$ cat src/rtl/line_writeback_buffer_if.sv
// AXI3 write-channel bundle between the write-back buffer (master) and memory (slave).
interface line_writeback_buffer_if #(
    parameter int BUS_WIDTH  = 4,
    parameter int DATA_WIDTH = 32
);
    logic [BUS_WIDTH-1:0]    awid;
    logic [31:0]             awaddr;
    logic [3:0]              awlen;
    logic [2:0]              awsize;
    logic [1:0]              awburst;
    logic                    awvalid;
    logic                    awready;

    logic [BUS_WIDTH-1:0]    wid;
    logic [DATA_WIDTH-1:0]   wdata;
    logic [DATA_WIDTH/8-1:0] wstrb;
    logic                    wlast;
    logic                    wvalid;
    logic                    wready;

    logic [BUS_WIDTH-1:0]    bid;
    logic [1:0]              bresp;
    logic                    bvalid;
    logic                    bready;

    modport master (
        output awid, awaddr, awlen, awsize, awburst, awvalid,
        input  awready,
        output wid, wdata, wstrb, wlast, wvalid,
        input  wready,
        input  bid, bresp, bvalid,
        output bready
    );

    modport slave (
        input  awid, awaddr, awlen, awsize, awburst, awvalid,
        output awready,
        input  wid, wdata, wstrb, wlast, wvalid,
        output wready,
        output bid, bresp, bvalid,
        input  bready
    );
endinterface

$ cat src/rtl/line_writeback_buffer.sv
// Single-entry write-back buffer: holds one evicted line and writes it out as one
// AXI3 INCR burst, with a combinational lookup so the cache can forward the pending line.
module line_writeback_buffer #(
    parameter  int LINE_WIDTH  = 256,
    parameter  int DATA_WIDTH  = 32,
    parameter  int BUS_WIDTH   = 4,
    parameter  int AWID        = 3,
    localparam int OFFSET      = $clog2(LINE_WIDTH / 8),
    localparam int LABEL_WIDTH = 32 - OFFSET
) (
    input  logic                     clk,
    input  logic                     rst,
    input  logic                     push,
    input  logic [LABEL_WIDTH-1:0]   label_i,
    input  logic [LINE_WIDTH-1:0]    data_i,
    output logic                     ready,
    input  logic [LABEL_WIDTH-1:0]   query_label,
    output logic                     query_hit,
    output logic [LINE_WIDTH-1:0]    query_data,
    output logic                     done,
    output logic                     err,
    line_writeback_buffer_if.master  axi
);
    localparam int N     = LINE_WIDTH / DATA_WIDTH;
    localparam int CNT_W = (N > 1) ? $clog2(N) : 1;
    localparam logic [CNT_W-1:0] LAST_BEAT = CNT_W'(N - 1);

    localparam logic [1:0] S_IDLE = 2'd0;
    localparam logic [1:0] S_ADDR = 2'd1;
    localparam logic [1:0] S_DATA = 2'd2;
    localparam logic [1:0] S_RESP = 2'd3;

    logic [1:0]             state_q, state_d;
    logic [CNT_W-1:0]       cnt_q, cnt_d;
    logic                   err_q, err_d;
    logic [LABEL_WIDTH-1:0] label_q, label_d;
    logic [LINE_WIDTH-1:0]  line_q, line_d;

    logic [N-1:0][DATA_WIDTH-1:0] line_words;
    logic                         unused_bid;

    always_comb begin
        state_d = state_q;
        cnt_d   = cnt_q;
        err_d   = err_q;
        label_d = label_q;
        line_d  = line_q;
        case (state_q)
            S_IDLE: begin
                if (push) begin
                    label_d = label_i;
                    line_d  = data_i;
                    state_d = S_ADDR;
                end
            end
            S_ADDR: begin
                if (axi.awready) state_d = S_DATA;
            end
            S_DATA: begin
                if (axi.wready) begin
                    if (cnt_q == LAST_BEAT) begin
                        cnt_d   = '0;
                        state_d = S_RESP;
                    end else begin
                        cnt_d = cnt_q + 1'b1;
                    end
                end
            end
            S_RESP: begin
                if (axi.bvalid) begin
                    state_d = S_IDLE;
                    if (axi.bresp != 2'b00) err_d = 1'b1;
                end
            end
            default: state_d = S_IDLE;
        endcase
    end

    // Line storage is not reset: leaving IDLE is the only thing that makes it visible.
    always_ff @(posedge clk) begin
        if (rst) begin
            state_q <= S_IDLE;
            cnt_q   <= '0;
            err_q   <= 1'b0;
        end else begin
            state_q <= state_d;
            cnt_q   <= cnt_d;
            err_q   <= err_d;
        end
        label_q <= label_d;
        line_q  <= line_d;
    end

    assign line_words = line_q;

    assign ready      = (state_q == S_IDLE);
    assign query_hit  = (state_q != S_IDLE) && (label_q == query_label);
    assign query_data = line_q;
    assign done       = (state_q == S_RESP) && axi.bvalid;
    assign err        = err_q;

    // AW fields are constant apart from the latched label, so they stay stable under stall.
    assign axi.awid    = BUS_WIDTH'(AWID);
    assign axi.awaddr  = {label_q, {OFFSET{1'b0}}};
    assign axi.awlen   = 4'(N - 1);
    assign axi.awsize  = 3'($clog2(DATA_WIDTH / 8));
    assign axi.awburst = 2'b01;
    assign axi.awvalid = (state_q == S_ADDR);

    assign axi.wid     = BUS_WIDTH'(AWID);
    assign axi.wdata   = line_words[cnt_q];
    assign axi.wstrb   = '1;
    assign axi.wlast   = (state_q == S_DATA) && (cnt_q == LAST_BEAT);
    assign axi.wvalid  = (state_q == S_DATA);

    assign axi.bready  = (state_q == S_RESP);

    assign unused_bid  = ^axi.bid;
endmodule

$ cat src/flat_wrapper.sv
// flat-port wrapper written by rule: the top's interface ports become plain ports
module line_writeback_buffer_flat 
#(
    parameter  int LINE_WIDTH  = 256,
    parameter  int DATA_WIDTH  = 32,
    parameter  int BUS_WIDTH   = 4,
    parameter  int AWID        = 3,
    localparam int OFFSET      = $clog2(LINE_WIDTH / 8),
    localparam int LABEL_WIDTH = 32 - OFFSET
)
  (clk, rst, push, label_i, data_i, ready, query_label, query_hit, query_data, done, err, axi_awid, axi_awaddr, axi_awlen, axi_awsize, axi_awburst, axi_awvalid, axi_awready, axi_wid, axi_wdata, axi_wstrb, axi_wlast, axi_wvalid, axi_wready, axi_bid, axi_bresp, axi_bvalid, axi_bready);
  line_writeback_buffer_if #(.BUS_WIDTH(BUS_WIDTH), .DATA_WIDTH(DATA_WIDTH)) axi_i ();
  input  logic clk;
  input  logic rst;
  input  logic push;
  input  logic [LABEL_WIDTH-1:0] label_i;
  input  logic [LINE_WIDTH-1:0] data_i;
  output logic ready;
  input  logic [LABEL_WIDTH-1:0] query_label;
  output logic query_hit;
  output logic [LINE_WIDTH-1:0] query_data;
  output logic done;
  output logic err;
  output wire logic [$bits(axi_i.awid)-1:0] axi_awid;
  output wire logic [$bits(axi_i.awaddr)-1:0] axi_awaddr;
  output wire logic [$bits(axi_i.awlen)-1:0] axi_awlen;
  output wire logic [$bits(axi_i.awsize)-1:0] axi_awsize;
  output wire logic [$bits(axi_i.awburst)-1:0] axi_awburst;
  output wire logic [$bits(axi_i.awvalid)-1:0] axi_awvalid;
  input wire logic [$bits(axi_i.awready)-1:0] axi_awready;
  output wire logic [$bits(axi_i.wid)-1:0] axi_wid;
  output wire logic [$bits(axi_i.wdata)-1:0] axi_wdata;
  output wire logic [$bits(axi_i.wstrb)-1:0] axi_wstrb;
  output wire logic [$bits(axi_i.wlast)-1:0] axi_wlast;
  output wire logic [$bits(axi_i.wvalid)-1:0] axi_wvalid;
  input wire logic [$bits(axi_i.wready)-1:0] axi_wready;
  input wire logic [$bits(axi_i.bid)-1:0] axi_bid;
  input wire logic [$bits(axi_i.bresp)-1:0] axi_bresp;
  input wire logic [$bits(axi_i.bvalid)-1:0] axi_bvalid;
  output wire logic [$bits(axi_i.bready)-1:0] axi_bready;
  assign axi_awid = axi_i.awid;
  assign axi_awaddr = axi_i.awaddr;
  assign axi_awlen = axi_i.awlen;
  assign axi_awsize = axi_i.awsize;
  assign axi_awburst = axi_i.awburst;
  assign axi_awvalid = axi_i.awvalid;
  assign axi_i.awready = axi_awready;
  assign axi_wid = axi_i.wid;
  assign axi_wdata = axi_i.wdata;
  assign axi_wstrb = axi_i.wstrb;
  assign axi_wlast = axi_i.wlast;
  assign axi_wvalid = axi_i.wvalid;
  assign axi_i.wready = axi_wready;
  assign axi_i.bid = axi_bid;
  assign axi_i.bresp = axi_bresp;
  assign axi_i.bvalid = axi_bvalid;
  assign axi_bready = axi_i.bready;
  line_writeback_buffer #(.LINE_WIDTH(LINE_WIDTH), .DATA_WIDTH(DATA_WIDTH), .BUS_WIDTH(BUS_WIDTH), .AWID(AWID)) u_core (.clk(clk), .rst(rst), .push(push), .label_i(label_i), .data_i(data_i), .ready(ready), .query_label(query_label), .query_hit(query_hit), .query_data(query_data), .done(done), .err(err), .axi(axi_i));
endmodule
$ cat config.mk
export PLATFORM = sky130hd
export DESIGN_NAME = line_writeback_buffer_flat
export DESIGN_NICKNAME = d
export VERILOG_FILES = /design/src/rtl/line_writeback_buffer_if.sv /design/src/rtl/line_writeback_buffer.sv /design/src/flat_wrapper.sv
export SDC_FILE = /design/constraint.sdc
export NUM_CORES = 1
export LEC_CHECK = 0
export CORE_AREA = 3 3 258 260
export CTS_BUF_LIST = sky130_fd_sc_hd__clkbuf_4
export DETAILED_ROUTE_END_ITERATION = 10
export DIE_AREA = 0 0 261 263
export GPL_ROUTABILITY_DRIVEN = 0
export HOLD_SLACK_MARGIN = 0.12
export PLACE_DENSITY_LB_ADDON = 0.2
export SETUP_SLACK_MARGIN = 0.02
export SYNTH_ARGS = -nofsm -noshare
export SYNTH_HDL_FRONTEND = slang
export SYNTH_SLANG_ARGS = --single-unit
$ cat constraint.sdc
create_clock -name clk -period 27.4 [get_ports clk]
set_clock_uncertainty 0.2 [all_clocks]
set_input_delay 5.48 -clock clk [delete_from_list [all_inputs] [get_ports clk]]
set_output_delay 5.48 -clock clk [all_outputs]
set_load 0.01 [all_outputs]
==> impl_metrics.yaml <==
timing:
  final_max_slew_viol_count: 0
  period_share: 0.481
  max_slew.worst_pin.slew_ns: 1.07
  final_hold_viol_count: 0
  final-setup-viol-count: 0
  finalSetupTns_ns: 0
  fmax_ghz: 0.0759
  period_needed_ns: 13.17
  rel_slew_slack: 0.288
  whs_ns: 0.252
  rsz0062_at_grt: "false"
cells_and_area:
  share_of_cells_above_drive_strength_1: 0.182
  multi_input_area_mm2: 0.00241
  final_stage_net_count: 1543
  num-fill-cells: 6414
  layout.area.seq_mm2: 0.00863
  growth_of_design_area_from_synthesis_to_finish_pct: 74.3
place:
  hpwl_after_detailed_placement_um: 33900
  placement.io_buffers: 640
routing:
  drt_iter0_markers: 339
  post_drt_wl_per_cell_um: 20.9
  met2_wl_um: 23600
  detailroute.via_count: 7863
  met3_wirelength_um: 4760
  maxUsedRoutingLayer: "met5"
  detail_route.wirelength.met1_um: 15000
  drtAntennaViolNets: 0
  detail_route.vias_per_cell: 3.68
  routed_wl_um: 44600
  drc_violation_count_after_routing: 0
  drt-pass1-iter-count: 4
clock_tree:
  clk_latency_ns: 0.73
  holdBufCountCts: 0
  cts_tree: "built"
  ctsResizeCount: 0
  cts.root.buffer_cell: "sky130_fd_sc_hd__clkbuf_4"
  clk_path_buf_depth: 3
  cts_inserted_buffers: 87
  h-tree-depth: 3
  postCtsSetupRepairBufs: 0
  cts_num_sinks: 289
  clk_transition_reported_paths_ns: 0.06
synthesis:
  syn_avg_cell_area_um2: 22.5
  synth-compound-area-share: 0.00422
  yosys-top-cells-area: "sky130_fd_sc_hd__edfxtp_1 76%, sky130_fd_sc_hd__mux4_2 13%, sky130_fd_sc_hd__mux2_2 3.2%"
  netlist_top_cells_count: "283 x sky130_fd_sc_hd__edfxtp_1, 64 x sky130_fd_sc_hd__mux4_2, 32 x sky130_fd_sc_hd__mux2_2"
  synth_top_family_by_area: "multiplexers"
  netlist.top_cell.by_area: "sky130_fd_sc_hd__edfxtp_1"
  synth_seq_area_share: 0.766
  yosys_register_bits: 289
  synth.distinct_cells: 28
  synthesis.area_mm2: 0.0113
  synth_cells: 501
  post_synth_fa_ha_maj_area_fraction: 0.00667
  yosys_most_used_dff: "sky130_fd_sc_hd__edfxtp_1"
  synth.mux.area_fraction: 0.161
  synth_edf_count: 283
  synth-xor-area-share: 0.0210
  synthMostInstantiatedCell: "sky130_fd_sc_hd__edfxtp_1"
  synth_simple_gate_area_frac: 0.0123
  netlist.area_leader.share: 0.755
  ys_async_sr_fraction: 0
  yosys_warnings: 0
worst_setup_path:
  cp_delay_by_family_top: "buffers and inverters"
  slowest_stage: "sky130_fd_sc_hd__clkdlybuf4s50_1"
  critical_path_depth: 6
  critical_path.startpoint_type: "input pin"
  timing.critical_path.cells: "clkdlybuf4s50_1, xor2_1, nor4_1, nand4_1, nor4_1, clkdlybuf4s50_1"
  crit_required_ns: 21.72
  critical_path.max_stage_delay_ns: 0.63
  crit-reg2reg-launch: "u_core.state_q[0]"
  crit_fanout: 1
  buf_inv_on_cp: 2
  crit_path_end_kind: "primary output"
  crit_arrival_ns: 7.49
  critPathLaunch: "query_label[25]"
  r2r.worst_path.cells: 4
  criticalPathCategory: "in -> out"
pwr:
  power.share.switching: 0.307
  peakVddDrop_mv: 0.0475
  intPower_mw: 1.12
  switchingPower_mw: 0.496
  clkPwrFrac: 0.247
  power_per_cell_area_mw_per_mm2: 82.3
  pwr-share-comb: 0.322
  p_leak_nw: 6.61
  share_seq_of_total_power: 0.431
floorplanning:
  top_level_ports: 671
  placement_rows: 93
  start_util: 0.175
  fp.dieArea_mm2: 0.0686
  die_h_um: 263
  design.core.area_mm2: 0.0643
  die_x_um: 261
hold_path:
  min_delay_path_depth: 2
  worst_hold_path_type: "reg -> reg"
  holdCritStartpoint: "u_core.err"
global_route:
  first_global_vias: 8719
  globalRouteOverflowTotal: 0
  antenna_found_initial: 7
  grt_start_max_net_pins: 147
  grt_first_pass_wirelength_um: 62100
  grt.total_usage: 0.126
run_status:
  status: "completed"
job:
  max_cap_violations: 0
[worst register-to-register path, stage by stage, from the launching register on]
cell and delay, ns:
sky130_fd_sc_hd__dfxtp_1 0.34, sky130_fd_sc_hd__inv_1 0.09, sky130_fd_sc_hd__ha_1 0.26, sky130_fd_sc_hd__and2_4 0.78, sky130_fd_sc_hd__buf_4 1.00
[flip-flops by register name, indices dropped and copies added, names as in the netlist]
register / count
u_core.cnt_q: 3
u_core.state_q: 2
u_core.err: 1
u_core.query_data: 256
u_core.label_q: 27
[kinds of logic after synthesis]
kind of cell	count (synthesis)
AO/OA/AOI/OAI	7
XOR/XNOR	27
adder cells (fa/ha/maj)	6
buffers and inverters	47
flip-flops	289
multiplexers	97
other	2
AND/OR/NAND/NOR	26
[power by group through the flow]
stage,clock [mW],combinational [mW],sequential (mW)
4_1_cts,0.426,0.534,0.700
2_1_floorplan,0,0.158,0.767
6_report,0.399,0.521,0.696
5_1_grt,0.450,0.551,0.710
3_3_place_gp,0,0.536,0.704
3_5_place_dp,0,0.531,0.708
[routing by layer]
| layer | vias to the layer above | track usage |
|---|---|---|
| met2 | 450 | 0.228 |
| met4 | 4 | 0.0476 |
| met5 | - | 0 |
| li1 | 3498 | - |
| met1 | 3829 | 0.125 |
| met3 | 82 | 0.0568 |
[through the flow]
step | setup slack (ns) | std cells | cell area [um^2] | utilization | power [mW]
floorplan | 14.70 | 525 | 11300 | - | 0.925
global placement | 14.21 | 1981 | 18600 | 0.289 | 1.24
detailed placement | 14.17 | 1981 | 18600 | 0.289 | 1.24
CTS | 14.14 | 2135 | 19600 | 0.305 | 1.66
global route | 13.98 | 2136 | 19600 | 0.305 | 1.71
finish | 14.23 | 2137 | 19600 | 0.305 | 1.62
[area by class of cell]
type                       count  share of cell area
sequential                   289               0.440
timing repair buffer         645               0.329
multi-input combinational    189               0.123
tap                          855              0.0545
clock buffer                 118              0.0451
clock inverter                36             0.00810
inverter                       3            0.000574
antenna                        2            0.000255
[final timing paths]
kind / to / slack [ns]
worst min-delay path: u_core.err / 0.25
worst max-delay path: query_hit / 14.23
worst max register to register: u_core.query_data[0] / 24.31
worst min register to register: u_core.err / 0.25
[cell usage in the layout, fill, tap and decap left out, types with 5 or more instances in the layout]
cell	instances
sky130_fd_sc_hd__nor4_1	5
sky130_fd_sc_hd__mux2_2	32
sky130_fd_sc_hd__clkbuf_4	118
sky130_fd_sc_hd__clkinv_1	27
sky130_fd_sc_hd__xnor2_1	12
sky130_fd_sc_hd__ha_1	6
sky130_fd_sc_hd__edfxtp_1	283
sky130_fd_sc_hd__conb_1	26
sky130_fd_sc_hd__mux4_2	64
sky130_fd_sc_hd__clkdlybuf4s50_1	640
sky130_fd_sc_hd__xor2_1	15
Note: power is estimated with default switching activity, not from simulation.
